### config.mk
export PLATFORM = sky130hd
export DESIGN_NAME = ap_pass_sequencer
export DESIGN_NICKNAME = d
export VERILOG_FILES = /design/src/rtl/ap_pass_sequencer.sv
export SDC_FILE = /design/constraint.sdc
export NUM_CORES = 1
export LEC_CHECK = 0
export ABC_AREA = 1
export CORE_AREA = 5 5 440 442
export DETAILED_ROUTE_END_ITERATION = 8
export DIE_AREA = 0 0 445 447
export SKIP_LAST_GASP = 1
export SYNTH_ARGS = -nofsm -noshare
export SYNTH_HDL_FRONTEND = slang
export SYNTH_SLANG_ARGS = --single-unit
### constraint.sdc
create_clock -name CLK100MHZ -period 5.56 [get_ports CLK100MHZ]
set_clock_uncertainty 0.15 [all_clocks]
set_input_delay 0.556 -clock CLK100MHZ [delete_from_list [all_inputs] [get_ports CLK100MHZ]]
set_output_delay 0.556 -clock CLK100MHZ [all_outputs]
set_load 0.02 [all_outputs]
### src/rtl/ap_pass_sequencer.sv
// Sequencer in front of the CAM array: runs bit-serial compare/parallel-write passes
// and shares the array with a host addressed-write/read port.
module ap_pass_sequencer #(
  parameter int WORD_SIZE  = 8,
  parameter int CELL_QUANT = 512,
  parameter int ADDR_W     = $clog2(CELL_QUANT + 1),
  parameter int ITER_W     = $clog2(WORD_SIZE + 1)
) (
  input  logic                  CLK100MHZ,
  input  logic                  rst,
  input  logic                  cmd_valid,
  output logic                  cmd_ready,
  input  logic [WORD_SIZE-1:0]  cmd_key,
  input  logic [WORD_SIZE-1:0]  cmd_mask,
  input  logic [WORD_SIZE-1:0]  cmd_wdata,
  input  logic [ITER_W-1:0]     cmd_iters,
  input  logic                  host_wr_valid,
  output logic                  host_wr_ready,
  input  logic [ADDR_W-1:0]     host_wr_addr,
  input  logic [WORD_SIZE-1:0]  host_wr_data,
  input  logic [ADDR_W-1:0]     host_rd_addr,
  output logic                  cam_mode,
  output logic [ADDR_W-1:0]     cam_addr,
  output logic                  cam_wea,
  output logic [WORD_SIZE-1:0]  cam_dina,
  output logic [WORD_SIZE-1:0]  cam_key,
  output logic [WORD_SIZE-1:0]  cam_mask,
  output logic [CELL_QUANT-1:0] cam_wea_ap,
  input  logic [CELL_QUANT-1:0] cam_tags,
  output logic                  busy,
  output logic                  done,
  output logic                  any_match
);

  typedef enum logic [2:0] {
    ST_IDLE, ST_H_WR, ST_H_HOLD, ST_CMP, ST_CAP, ST_WR, ST_SETTLE, ST_DONE
  } state_t;

  state_t                state_q, state_d;
  logic [ADDR_W-1:0]     addr_q, addr_d;
  logic [WORD_SIZE-1:0]  hdata_q, hdata_d;
  logic [WORD_SIZE-1:0]  key_q, key_d;
  logic [WORD_SIZE-1:0]  mask_q, mask_d;
  logic [WORD_SIZE-1:0]  wdata_q, wdata_d;
  logic [ITER_W-1:0]     iters_q, iters_d;
  logic [ITER_W-1:0]     i_q, i_d;
  logic [CELL_QUANT-1:0] tag_q, tag_d;
  logic                  any_match_q, any_match_d;

  logic                  cam_mode_q, cam_mode_d;
  logic                  cam_wea_q, cam_wea_d;
  logic [WORD_SIZE-1:0]  cam_dina_q, cam_dina_d;
  logic [WORD_SIZE-1:0]  cam_key_q, cam_key_d;
  logic [WORD_SIZE-1:0]  cam_mask_q, cam_mask_d;
  logic [CELL_QUANT-1:0] cam_wea_ap_q, cam_wea_ap_d;
  logic                  busy_q, busy_d;
  logic                  done_q, done_d;

  logic [ITER_W:0]       next_i;
  logic                  pass_active;

  always_comb begin
    state_d     = state_q;
    addr_d      = addr_q;
    hdata_d     = hdata_q;
    key_d       = key_q;
    mask_d      = mask_q;
    wdata_d     = wdata_q;
    iters_d     = iters_q;
    i_d         = i_q;
    tag_d       = tag_q;
    any_match_d = any_match_q;
    next_i      = {1'b0, i_q} + {{ITER_W{1'b0}}, 1'b1};

    case (state_q)
      ST_IDLE: begin
        if (host_wr_valid) begin
          state_d = ST_H_WR;
          addr_d  = host_wr_addr;
          hdata_d = host_wr_data;
        end else if (cmd_valid) begin
          state_d     = ST_CMP;
          key_d       = cmd_key;
          mask_d      = cmd_mask;
          wdata_d     = cmd_wdata;
          iters_d     = (cmd_iters == '0) ? {{(ITER_W-1){1'b0}}, 1'b1} : cmd_iters;
          i_d         = '0;
          any_match_d = 1'b0;
        end
      end
      ST_H_WR:   state_d = ST_H_HOLD;
      ST_H_HOLD: state_d = ST_IDLE;
      ST_CMP:    state_d = ST_CAP;
      ST_CAP: begin
        state_d     = ST_WR;
        tag_d       = cam_tags;
        any_match_d = any_match_q | (|cam_tags);
      end
      ST_WR:     state_d = ST_SETTLE;
      ST_SETTLE: begin
        if (next_i < {1'b0, iters_q}) begin
          i_d     = next_i[ITER_W-1:0];
          state_d = ST_CMP;
        end else begin
          state_d = ST_DONE;
        end
      end
      ST_DONE:   state_d = ST_IDLE;
      default:   state_d = ST_IDLE;
    endcase

    // Outputs are decoded from the state being entered so they register alongside it
    pass_active  = (state_d == ST_CMP) || (state_d == ST_CAP) ||
                   (state_d == ST_WR)  || (state_d == ST_SETTLE);
    cam_mode_d   = pass_active;
    cam_wea_d    = (state_d == ST_H_WR);
    cam_wea_ap_d = (state_d == ST_WR) ? tag_d : '0;
    cam_key_d    = pass_active ? (key_d << i_d)  : '0;
    cam_mask_d   = pass_active ? (mask_d << i_d) : '0;
    if ((state_d == ST_H_WR) || (state_d == ST_H_HOLD)) begin
      cam_dina_d = hdata_d;
    end else if (pass_active) begin
      cam_dina_d = wdata_d;
    end else begin
      cam_dina_d = '0;
    end
    busy_d = (state_d != ST_IDLE);
    done_d = (state_d == ST_DONE);
  end

  always_ff @(posedge CLK100MHZ) begin
    if (rst) begin
      state_q      <= ST_IDLE;
      addr_q       <= '0;
      hdata_q      <= '0;
      key_q        <= '0;
      mask_q       <= '0;
      wdata_q      <= '0;
      iters_q      <= '0;
      i_q          <= '0;
      tag_q        <= '0;
      any_match_q  <= 1'b0;
      cam_mode_q   <= 1'b0;
      cam_wea_q    <= 1'b0;
      cam_dina_q   <= '0;
      cam_key_q    <= '0;
      cam_mask_q   <= '0;
      cam_wea_ap_q <= '0;
      busy_q       <= 1'b0;
      done_q       <= 1'b0;
    end else begin
      state_q      <= state_d;
      addr_q       <= addr_d;
      hdata_q      <= hdata_d;
      key_q        <= key_d;
      mask_q       <= mask_d;
      wdata_q      <= wdata_d;
      iters_q      <= iters_d;
      i_q          <= i_d;
      tag_q        <= tag_d;
      any_match_q  <= any_match_d;
      cam_mode_q   <= cam_mode_d;
      cam_wea_q    <= cam_wea_d;
      cam_dina_q   <= cam_dina_d;
      cam_key_q    <= cam_key_d;
      cam_mask_q   <= cam_mask_d;
      cam_wea_ap_q <= cam_wea_ap_d;
      busy_q       <= busy_d;
      done_q       <= done_d;
    end
  end

  // The read port owns the address bus whenever the array is idle
  assign cam_addr      = (state_q == ST_IDLE) ? host_rd_addr : addr_q;
  assign cmd_ready     = (state_q == ST_IDLE) && !host_wr_valid;
  assign host_wr_ready = (state_q == ST_IDLE);
  assign cam_mode      = cam_mode_q;
  assign cam_wea       = cam_wea_q;
  assign cam_dina      = cam_dina_q;
  assign cam_key       = cam_key_q;
  assign cam_mask      = cam_mask_q;
  assign cam_wea_ap    = cam_wea_ap_q;
  assign busy          = busy_q;
  assign done          = done_q;
  assign any_match     = any_match_q;

endmodule

### Word level (Yosys, flattened, before mapping)

Cells that the tools add are included.

* divide/modulo/power cells: 0
* reductions and logical operators: 17
* $mul: 0
* eq/ne operators: 16
* shift operators: 2
* magnitude comparators: 1
* muxes and demuxes: 27
* $add $sub $neg: 1
* bitwise logic cells: 4

Operator list (number)
* $mux 512: 1
* $reduce_or 512->1: 1
* $mux 8: 13
* $eq 3x3->1 const B: 8
* $pmux 3 s7: 1
* $mux 4: 4
* $shl 8x4->8: 2
* $eq 3x2->1 const B: 4
* $mux 10: 1
* $mux 3: 3
* $pmux 4 s2: 1
* $eq 3x1->1 const B: 2
* $reduce_and 3->1: 2
* $reduce_or 2->1: 3
* $add 4x1->5 const B: 1
* $lt 5x4->1: 1
* $logic_not 4->1: 1
* $logic_or 1x1->1: 4
* $ne 2x2->1 const B: 2
* $logic_not 3->1: 1
* $not 1->1: 3
* $reduce_bool 3->1: 1
* $mux 1: 2
* $pmux 1 s2: 1
* 5 further kinds: 5

* bits in latches: 0
* output and inout port bits: 553
* word-level logic and storage cells: 86
* bits in writable memories: 0
* memory bits (read-only): 0
* register bits: 1106
* memories kept: 0

### Depth between registers and ports, before layout

Gate-level depths: netlist (run 1).

* depth after elaboration: 10
* depth in mapped cells: 16

### Worst setup path after synthesis (run 1)

No wires, ideal clock.

* kind: register -> register
* from: register i_q[0]
* to: register cam_mask_q[4], in the netlist cam_mask[4]
* library setup time: 0.059 ns
* arrival time: 2.152 ns
* required time: 5.351 ns
* slack: 3.199 ns
* period minus slack after synthesis: 2.361 ns
* path buffers: 1
* cell stages (with the launch flop): 17
* path through: dfxtp_1 ha_1 xor2_1 ha_1 nand2_1 nor2_1 nand2_1 nand3_2 nand2_1 nand2_1 nand2_1 nand2_2 nand3_2 nor2_4 buf_4 nand3b_1 nand2_1

* word-level cells in the longest chain between the ends: 10

Ends and longest elaborated chain
* start, declared: line 46 `logic [ITER_W-1:0] i_q, i_d;`
* start signal, assigned: line 159 `i_q <= i_d;`
* $add 4x1->5: line 73 `next_i = {1'b0, i_q} + {{ITER_W{1'b0}}, 1'b1};`
* $lt 5x4->1: line 101 `if (next_i < {1'b0, iters_q}) begin`
* $mux 3: line 101
* $pmux 3 s7: line 75 `case (state_q)`
* $eq 3x2->1 / $eq 3x3->1 (equally long branches): line 113 `pass_active = (state_d == ST_CMP) || (state_d == ST_CAP) ||`
* $logic_or 1x1->1 (2 in a row): line 113
* $logic_or 1x1->1: line 114 `(state_d == ST_WR) || (state_d == ST_SETTLE);`
* $not 1->1 (no line)
* $reduce_or 2->1 (no line)
* end signal, assigned: line 166 `cam_mask_q <= cam_mask_d;`
* end, declared: line 54 `logic [WORD_SIZE-1:0] cam_mask_q, cam_mask_d;`

Several ways; a longest one is shown, not always the timed one.
A chain may end at the register's enable or synchronous reset.

### Final worst setup path (run 1)

* from: register state_q[2]
* to: output port cam_addr[7]

* word-level cells in the longest chain between the ends: 2

Ends and longest elaborated chain
* start, declared: line 39 `state_t state_q, state_d;`
* start signal, assigned: line 152 `state_q <= state_d;`
* $logic_not 3->1: line 174 `assign cam_addr = (state_q == ST_IDLE) ? host_rd_addr : addr_q;`
* $mux 10: line 174
* end, declared: line 23 `output logic [ADDR_W-1:0] cam_addr,`

Every way passes these cells.

==> results of run 1 <==
## cell families (layout without fill, tap and decap cells)
| logic type | after synthesis | in the layout | synth area share |
|---|---|---|---|
| simple gates | 1916 | 1916 | 0.2132 |
| flops | 1106 | 1106 | 0.6088 |
| buf+inv | 690 | 1840 | 0.07647 |
| compound gates | 482 | 482 | 0.06832 |
| mux | 114 | 114 | 0.03137 |
| fa+ha+maj | 4 | 4 | 0.001376 |
| xor+xnor | 2 | 2 | 0.0004817 |
| other cells | 0 | 28 | 0 |
## flip-flops by register name, indices dropped and copies added, names as in the netlist
register and count:
any_match 1, addr_q 10, cam_mask 8, cam_wea 1, cam_key 8, cam_mode 1, busy 1, wdata_q 8
done 1, cam_wea_ap 512, iters_q 4, cam_dina 8, tag_q 512, state_q 3, mask_q 8, i_q 4
hdata_q 8, key_q 8
## final timing paths
path                                                to  cells past startpoint                   start
worst max register to register   tag_q[314]$_SDFF_PP0_                      8   state_q[0]$_SDFF_PP0_
worst min register to register  addr_q[0]$_SDFFE_PP0P_                      2  addr_q[0]$_SDFFE_PP0P_
worst min-delay path             wdata_q[0]$_SDFF_PP0_                      3            cmd_wdata[0]
worst max-delay path                       cam_addr[7]                      5   state_q[2]$_SDFF_PP0_
## cell usage in the layout, fill, tap and decap left out, types with 10 or more instances in the layout
cell             Yosys  routed
nor2_1            1165    1165
clkdlybuf4s50_1      0    1123
dfxtp_1           1106    1106
nand2_1            510     509
inv_1              447     447
o21ai_0            432     431
clkbuf_16            0     120
mux2i_1            114     114
nand4_1            100     100
nand3_1             73      73
diode_2              0      28
nor4_1              26      26
buf_4                8      25
clkinv_2             0      24
a21oi_1             21      21
clkbuf_1           111      19
clkbuf_8             0      18
bufinv_16            0      17
clkinvlp_4           0      17
nor3_1              15      15
o21ai_1              9      10
buf_12               0      10
## area by class of cell
class | count | area, sq um
Clock buffer | 157 | 3322
Clock inverter | 70 | 963.4
Multi-Input combinational cell | 2518 | 11460
Antenna cell | 28 | 70.07
Fill cell | 20060 | 134700
Sequential cell | 1106 | 22140
Timing Repair Buffer | 1160 | 11650
Inverter | 453 | 1703
Tap cell | 2511 | 3142
## synth_stat cells, types with 2 or more instances
cell type / instances / area [sq um]
buf_6: 2 / 22.52
o21ai_1: 9 / 45.04
inv_1: 447 / 1678
buf_2: 115 / 575.6
clkbuf_1: 111 / 416.7
mux2i_1: 114 / 1141
nor2_1: 1165 / 4373
xor2_1: 2 / 17.52
nand4_1: 100 / 625.6
nand3_1: 73 / 365.4
nand2_4: 2 / 22.52
nor2_4: 4 / 45.04
nor3_1: 15 / 75.07
nand3b_1: 2 / 15.01
a22o_1: 8 / 70.07
nand3_2: 6 / 60.06
o21ai_0: 432 / 2162
nor2_2: 4 / 25.02
inv_2: 4 / 15.01
a21oi_1: 21 / 105.1
dfxtp_1: 1106 / 22140
nand2_1: 510 / 1914
buf_4: 8 / 60.06
nand2_2: 6 / 37.54
o21ai_2: 9 / 78.83
ha_1: 4 / 50.05
nor4_1: 26 / 162.7
## metrics by stage
step                      setup slack, ns  cells  area [sq um]  utilization
final                               1.805   8003         54460       0.2879
after global routing                1.783   7995         54440       0.2877
after CTS                           1.900   7975         54390       0.2875
after global placement              1.740   7747         50090       0.2648
after detailed placement            1.873   7747         50090       0.2648
after floorplan                     3.199   4314         36370            -
## per-layer routing
layer | wire length [um] | global-route usage | vias up
met1 | 62380 | 0.1773 | 15070
met2 | 77410 | 0.2537 | 1335
li1 | - | - | 15560
met5 | 21 | 0 | -
met4 | 7431 | 0.07860 | 4
met3 | 14690 | 0.05100 | 267
## power by group through the flow
| stage | combinational (W) | sequential (W) | clock (W) |
|---|---|---|---|
| after global placement | 0.00151 | 0.00834 | 0 |
| after global routing | 0.00166 | 0.00819 | 0.00914 |
| final | 0.00153 | 0.00818 | 0.00858 |
| after floorplan | 0.000672 | 0.00837 | 0 |
| after CTS | 0.00153 | 0.00817 | 0.00883 |
| after detailed placement | 0.00152 | 0.00835 | 0 |
## worst max-delay path, cell delays in order, from the launching register on
cell and delay [ns]:
dfxtp_1 0.40, inv_1 0.14, nand2_4 0.13, inv_4 0.12, o21ai_0 0.74, clkdlybuf4s50_1 0.76
## repair_timing
| item | in CTS | in global routing |
|---|---|---|
| buffers inserted | 0 | 0 |
| hold buffers | 1 | 0 |
| hold endpoints to repair | 36 | 0 |
==> out/metrics.yaml, run 1 <==
pin_count: 1125
antenna_found_initial: 46
via_count: 32240
r2r_slack_ns: 2.46
cp-start-kind: "flip-flop"
powerDensity_nw_per_um2: 335.7
ys.flop_type: "dfxtp_1"
synth-edff-count: 0
layout.nets: 5934
holdWs_ns: 0.2610
drc: 0
grt_max_degree: 180
routedWlPerCell_um: 20.23
ys_seq_elements: 1106
finalHoldViolations: 0
synthArstFlopShare: 0
min_path_type: "in -> reg"
cts_sinks: 1106
netlist_instances: 4314
wirelength_mm: 161.9
period_share: 0.6754
firstDrtPassIters: 5
grt.total_usage: 0.1535
grt_pass1_vias: 31000
die_area_sq_um: 198900
critPathKind: "reg -> out"
core_sq_um: 189200
cts_resized: 0
syn_to_final_growth_pct: 49.72
drt_iter0_markers: 2456
switching_power_w: 0.004478
overflow: 0
cts_buffer_depth: 3
fmax_ghz: 0.2663
cts_tree: "done"
tightest_slew_ns: 1.135
cts_made_buffers: 119
drive_gt1_frac: 0.05179
power_w: 0.01828
outcome: "finished clean"
vias_per_cell: 4.028
drv_cap: 0
relSlewSlack: 0.2435
dpl.hpwl_mm: 126.5
grt_pass1_wl_mm: 221.8
clk_latency_ns: 0.77
setup-tns-final_ns: 0
yosysWarnings: 0
seqPwrFrac: 0.447
arrival_ns: 3.05
root_buffer: "clkbuf_16"
final.min_clock_period_ns: 3.755
antenna_left: 0
gp_congestion: 0.9866
avgSynthCellArea_sq_um: 8.431
cp_max_fo: 22
start_util: 0.1923
synthesis.area_sq_um: 36370
synth.yosys.seq_area_share: 0.6088
cp_data_required_time_ns: 4.85
rsz0062_at_grt: "no"
cts.clk_slew.worst_paths_ns: 0.06
die_x_um: 445
combPwrFrac: 0.083
power_leakage_nw: 20.43
p_int_w: 0.01380
placement.io_buffers: 1124
cp-end-kind: "output port"
setup_viol_count_final: 0
rows: 160
die_y_um: 447
syn_nets: 4890
sw_frac_of_total: 0.2450
peakVddDrop_uv: 305.5
synth_cell_types: 36
ctsHtreeMaxLevel: 3
maxSlewViolCount: 0
clkPwrFrac: 0.469
Note: power is estimated with default switching activity, not from simulation.
==> run 2: changes to the inputs <==
==> constraint.sdc (replaced) <==
create_clock -name CLK100MHZ -period 3.9 [get_ports CLK100MHZ]
set_clock_uncertainty 0.15 [all_clocks]
set_input_delay 0.39 -clock CLK100MHZ [delete_from_list [all_inputs] [get_ports CLK100MHZ]]
set_output_delay 0.39 -clock CLK100MHZ [all_outputs]
set_load 0.02 [all_outputs]
==> run 2 against run 1 <==
  * Register-to-register slack lost 1.4 ns
  * Clock power grew 32%
  * Cell count is essentially flat
  * Routed wire length grew 0.85%
  * Critical path depth is the same
  * Non-clock buffer count grew 19
  * First-iteration DRC count shrank 11%
  * Sequential power grew 43%
  * Cell area shrank 0.45%
  * Flip-flop and latch count is the same
  * Core utilization shrank 0.13 points
  * Worst setup slack lost 1.4 ns
  * Critical path type unchanged
  * Highest routed layer unchanged
==> out/metrics.yaml, run 2 (same netlist as run 1, synthesis figures left out) <==
outcome: "finished clean"
clk_latency_ns: 0.77
cp_cell_sequence: "inv_1 > nand2_4 > inv_4 > o21ai_0 > clkdlybuf4s50_1"
root_buffer: "clkbuf_16"
layout.nets: 5952
crit_slowest_cell: "clkdlybuf4s50_1"
cts.clk_slew.worst_paths_ns: 0.06
drc: 0
tightest_slew_ns: 1.099
critPathLaunch: "state_q[2]$_SDFF_PP0_"
vias_per_cell: 4.022
r2r_slack_ns: 1.02
drv_cap: 0
die_area_sq_um: 198900
die_y_um: 447
cts_sinks: 1106
routedWlPerCell_um: 20.42
antenna_found_initial: 27
critical_path.max_stage_delay_ns: 0.76
cp-start-kind: "flip-flop"
grt.total_usage: 0.1548
r2r-end: "cam_key[3]$_SDFF_PP0_"
gp_congestion: 0.9834
grt_pass1_vias: 31320
critPathKind: "reg -> out"
arrival_ns: 2.97
syn_to_final_growth_pct: 49.05
grt_pass1_wl_mm: 224.9
period_share: 0.9002
ctsHtreeMaxLevel: 3
cts_resized: 0
wirelength_mm: 163.3
setup-tns-final_ns: 0
pin_count: 1125
die_x_um: 445
maxSlewViolCount: 0
worstRegToRegCells: 12
antenna_left: 0
fin_area_sq_um: 54210
rows: 160
crit_path_end: "cam_addr[7]"
layout_commonest_cell: "nor2_1"
drt-met1-wl_mm: 66.16
dpl_cell_area_sq_um: 50220
rsz0062_at_grt: "no"
final.min_clock_period_ns: 3.511
start_util: 0.1923
fmax_ghz: 0.2848
core_sq_um: 189200
dr_wl_met3_mm: 11.10
drt_iter0_markers: 2190
setup_viol_count_final: 0
relSlewSlack: 0.2674
cts_buffer_depth: 3
cp_data_required_time_ns: 3.36
via_count: 32170
dpl.hpwl_mm: 128.8
cp-end-kind: "output port"
cp_max_fo: 22
hp-start: "host_wr_addr[3]"
cts_tree: "done"
overflow: 0
firstDrtPassIters: 6
worstReg2RegStart: "i_q[0]$_SDFF_PP0_"
peakVddDrop_uv: 384.3
placement.io_buffers: 1124
finalHoldViolations: 0
drive_gt1_frac: 0.05135
layout_common_cells: "1,165 x nor2_1, 1,123 x clkdlybuf4s50_1, 1,106 x dfxtp_1, 509 x nand2_1, 447 x inv_1"
cts_made_buffers: 118
power_leakage_nw: 20.37
routed.top_layer: "met5"
min_path_type: "in -> reg"
powerDensity_nw_per_um2: 464.5
grt_max_degree: 173
nFillCells: 20040
met2_length_mm: 77.68
-- run 2: worst min path at each step --
stage / slack (ns) / endpoint / depth (start not counted)
3_3_place_gp: 0.29 / addr_q[0]$_SDFFE_PP0P_ / 2
5_1_grt: 0.04 / hdata_q[4]$_SDFF_PP0_ / 3
3_5_place_dp: 0.29 / addr_q[0]$_SDFFE_PP0P_ / 2
4_1_cts: 0.003 / hdata_q[4]$_SDFF_PP0_ / 3
6_report: 0.10 / addr_q[3]$_SDFFE_PP0P_ / 3
2_1_floorplan: 0.27 / addr_q[0]$_SDFFE_PP0P_ / 2
-- run 2: per-stage QoR --
stage | util | hold slack, ns | power [W] | cells | setup slack [ns]
5_1_grt | 0.2865 | 0.04274 | 0.02615 | 7993 | 0.3725
3_5_place_dp | 0.2655 | 0.2944 | 0.01407 | 7766 | 0.2555
2_1_floorplan | - | 0.2745 | 0.01289 | 4314 | 1.539
4_1_cts | 0.2864 | 0.002623 | 0.02552 | 7983 | 0.3808
6_report | 0.2866 | 0.1027 | 0.02518 | 7998 | 0.3893
3_3_place_gp | 0.2655 | 0.2890 | 0.01406 | 7766 | 0.1578
-- run 2: worst max-delay path, delay by kind of cell (launching register included) --
family	cells	cell delay, ns
AO/OA/AOI/OAI	1	0.63
buffers and inverters	3	1.04
flip-flops	1	0.42
AND/OR/NAND/NOR	1	0.15
-- run 2: where the power goes --
part / total, W / internal (W) / switching [W]
sequential: 0.0117 / 0.0116 / 0.0000768
clock: 0.0113 / 0.00645 / 0.00489
combinational: 0.00218 / 0.000930 / 0.00125
-- run 2: per-layer routing --
metal  vias to the layer above  track usage
met5                         -            0
met4                         2      0.07669
met3                       265      0.03800
met2                      1160       0.2583
met1                     15160       0.1861
li1                      15580            -
-- run 2: timing repair --
action | CTS | global route
hold endpoints to repair | 26 | 0
endpoints found under the setup margin | 0 | 0
buffers inserted | 0 | 0
hold buffers | 1 | 0
-- run 2: area by class of cell --
type                    count  area [sq um]  area share
repair buffers           1179         11780      0.2174
flip-flops and latches   1106         22140      0.4084
multi-input cells        2518         11460      0.2114
inverters                 453          1703     0.03141
clock buffers             170          3378     0.06232
well taps                2511          3142     0.05795
diodes                     15         37.54   0.0006924
clock inverters            46         565.5     0.01043
==> run 3: changes to the inputs <==
--- a/config.mk
+++ b/config.mk
@@ -9,6 +9,7 @@
 export CORE_AREA = 5 5 440 442
 export DETAILED_ROUTE_END_ITERATION = 8
 export DIE_AREA = 0 0 445 447
+export PLACE_DENSITY = 0.39
 export SKIP_LAST_GASP = 1
 export SYNTH_ARGS = -nofsm -noshare
 export SYNTH_HDL_FRONTEND = slang
==> run 3 against run 2 <==
  * Cell area rose by 1.1%
  * Cell count rose by 0.15%
  * Total power rose by 6.1%
  * Flip-flop and latch count did not move
  * First-iteration DRC count fell by 23%
  * Sequential share of layout area fell by 0.46 points
  * Worst hold slack got worse by 0.0046 ns
  * Critical path depth did not move
  * Combinational power fell by 2%
  * Routed wire length rose by 2.9%
  * Critical path type unchanged
  * Largest power group is now the clock network
==> out/metrics.yaml, run 3 (same netlist as run 1, synthesis figures left out) <==
root_buffer: "clkbuf_16"
firstDrtPassIters: 8
fin_area_sq_um: 54830
min_path_cells: 3
cp_data_required_time_ns: 3.36
gp_congestion: 0.8674
setup_viol_count_final: 0
cp-start-kind: "flip-flop"
r2r_slack_ns: 0.95
grt_pass1_vias: 32100
grt_pass1_wl_mm: 234.6
overflow: 0
cp-end-kind: "output port"
critPathKind: "reg -> out"
cts_setup_buffers: 0
dpl.hpwl_mm: 128.3
outcome: "finished clean"
peakVddDrop_uv: 262.0
r2r-end: "cam_key[4]$_SDFF_PP0_"
critical_path.max_stage_delay_ns: 0.74
tightest_slew_ns: 1.177
drive_gt1_frac: 0.05265
start_util: 0.1923
cts.clk_slew.worst_paths_ns: 0.06
clk_latency_ns: 0.78
cts_made_buffers: 138
layout_commonest_cell: "nor2_1"
drv_cap: 0
drc: 0
ctsHtreeMaxLevel: 4
antenna_found_initial: 25
hp-start: "host_wr_data[6]"
layout_common_cells: "1,165 x nor2_1, 1,123 x clkdlybuf4s50_1, 1,106 x dfxtp_1, 509 x nand2_1, 447 x inv_1"
layout.nets: 5964
nFillCells: 20340
dpl_cell_area_sq_um: 50220
cp_cell_sequence: "inv_1 > nand2_4 > inv_4 > o21ai_0 > clkdlybuf4s50_1"
grt_max_degree: 197
cts_tree: "done"
die_x_um: 445
final.min_clock_period_ns: 3.457
antenna_left: 0
placement.io_buffers: 1124
min_path_type: "in -> reg"
crit_slowest_cell: "clkdlybuf4s50_1"
vias_per_cell: 3.936
worstReg2RegStart: "i_q[0]$_SDFF_PP0_"
fmax_ghz: 0.2892
power_leakage_nw: 20.68
powerDensity_nw_per_um2: 487.0
cts_buffer_depth: 3
relSlewSlack: 0.2071
arrival_ns: 2.92
dpl_worst_slack_ns: 0.8039
setup-tns-final_ns: 0
cts_sinks: 1106
holdWs_ns: 0.09814
syn_to_final_growth_pct: 50.76
routedWlPerCell_um: 20.97
maxSlewViolCount: 0
period_share: 0.8865
rows: 160
pin_count: 1125
setup_ws_ns: 0.4428
wirelength_mm: 168.0
drt_iter0_markers: 1690
rsz0062_at_grt: "no"
cp_max_fo: 22
min_to: "hdata_q[6]$_SDFF_PP0_"
via_count: 31520
grt.total_usage: 0.1620
die_area_sq_um: 198900
finalHoldViolations: 0
core_sq_um: 189200
die_y_um: 447
worstRegToRegCells: 14
[run 3: cell types whose count changed in the layout (fill, tap and decap cells not counted), sizes merged]
| cell | change |
|---|---|
| buf | -11 |
| clkbuf | +37 |
| clkinv | -12 |
| clkinvlp | -6 |
| diode | -5 |
| dlygate4sd3 | +3 |
| inv | +6 |
[run 3: per-layer routing]
metal,global-route usage,share of wire,wire (um),vias up
li1,-,-,-,15610
met1,0.1896,0.41,68820,14800
met2,0.2847,0.50,83760,891
met3,0.04948,0.066,11170,222
met4,0.04803,0.025,4200,8
met5,0,0.00029,48,-
[run 3: how the worst max path moves through the flow]
stage	from	end	slack, ns	cells after the start
floorplan	i_q[0]$_SDFF_PP0_	cam_mask[4]$_SDFF_PP0_	1.54	16
global placement	cmd_valid	cam_key[4]$_SDFF_PP0_	0.74	11
detailed placement	cmd_valid	cam_key[4]$_SDFF_PP0_	0.80	11
CTS	state_q[2]$_SDFF_PP0_	cam_addr[3]	0.35	5
global route	state_q[2]$_SDFF_PP0_	cam_addr[3]	0.29	5
finish	state_q[2]$_SDFF_PP0_	cam_addr[3]	0.44	5
[run 3: final cells by class]
cell class | instances | area (sq um) | share of cell area
antenna | 10 | 25.02 | 0.0004564
clock buffer | 207 | 4088 | 0.07455
clock inverter | 34 | 460.4 | 0.008397
inverter | 453 | 1703 | 0.03106
multi-input combinational | 2518 | 11470 | 0.2091
sequential | 1106 | 22140 | 0.4038
tap | 2511 | 3142 | 0.05730
timing repair buffer | 1171 | 11810 | 0.2153
[run 3: power breakdown]
group	total, W	internal, W	leakage (nW)	switching (W)
Clock	0.0129	0.00767	2.23	0.00522
Sequential	0.0117	0.0116	8.93	0.0000830
Combinational	0.00214	0.000934	9.52	0.00121
Total	0.0267	0.0202	20.7	0.00651
[run 3: per-stage QoR]
step	power (W)	std cells	util
3_3_place_gp	0.01407	7755	0.2655
2_1_floorplan	0.01289	4314	-
3_5_place_dp	0.01407	7755	0.2655
4_1_cts	0.02724	8000	0.2897
5_1_grt	0.02789	8008	0.2898
6_report	0.02670	8010	0.2898
[run 3: repair_timing]
item | in CTS | in global routing
gates resized for setup | 0 | 0
setup endpoints to repair | 0 | 0
endpoints found under the hold margin | 12 | 0
hold buffers | 4 | 0
[run 3: critical path: cells and delay by family (launching register included)]
kind | cells | cell delay, ns
flops | 1 | 0.39
compound gates | 1 | 0.57
buf+inv | 3 | 1.01
simple gates | 1 | 0.16
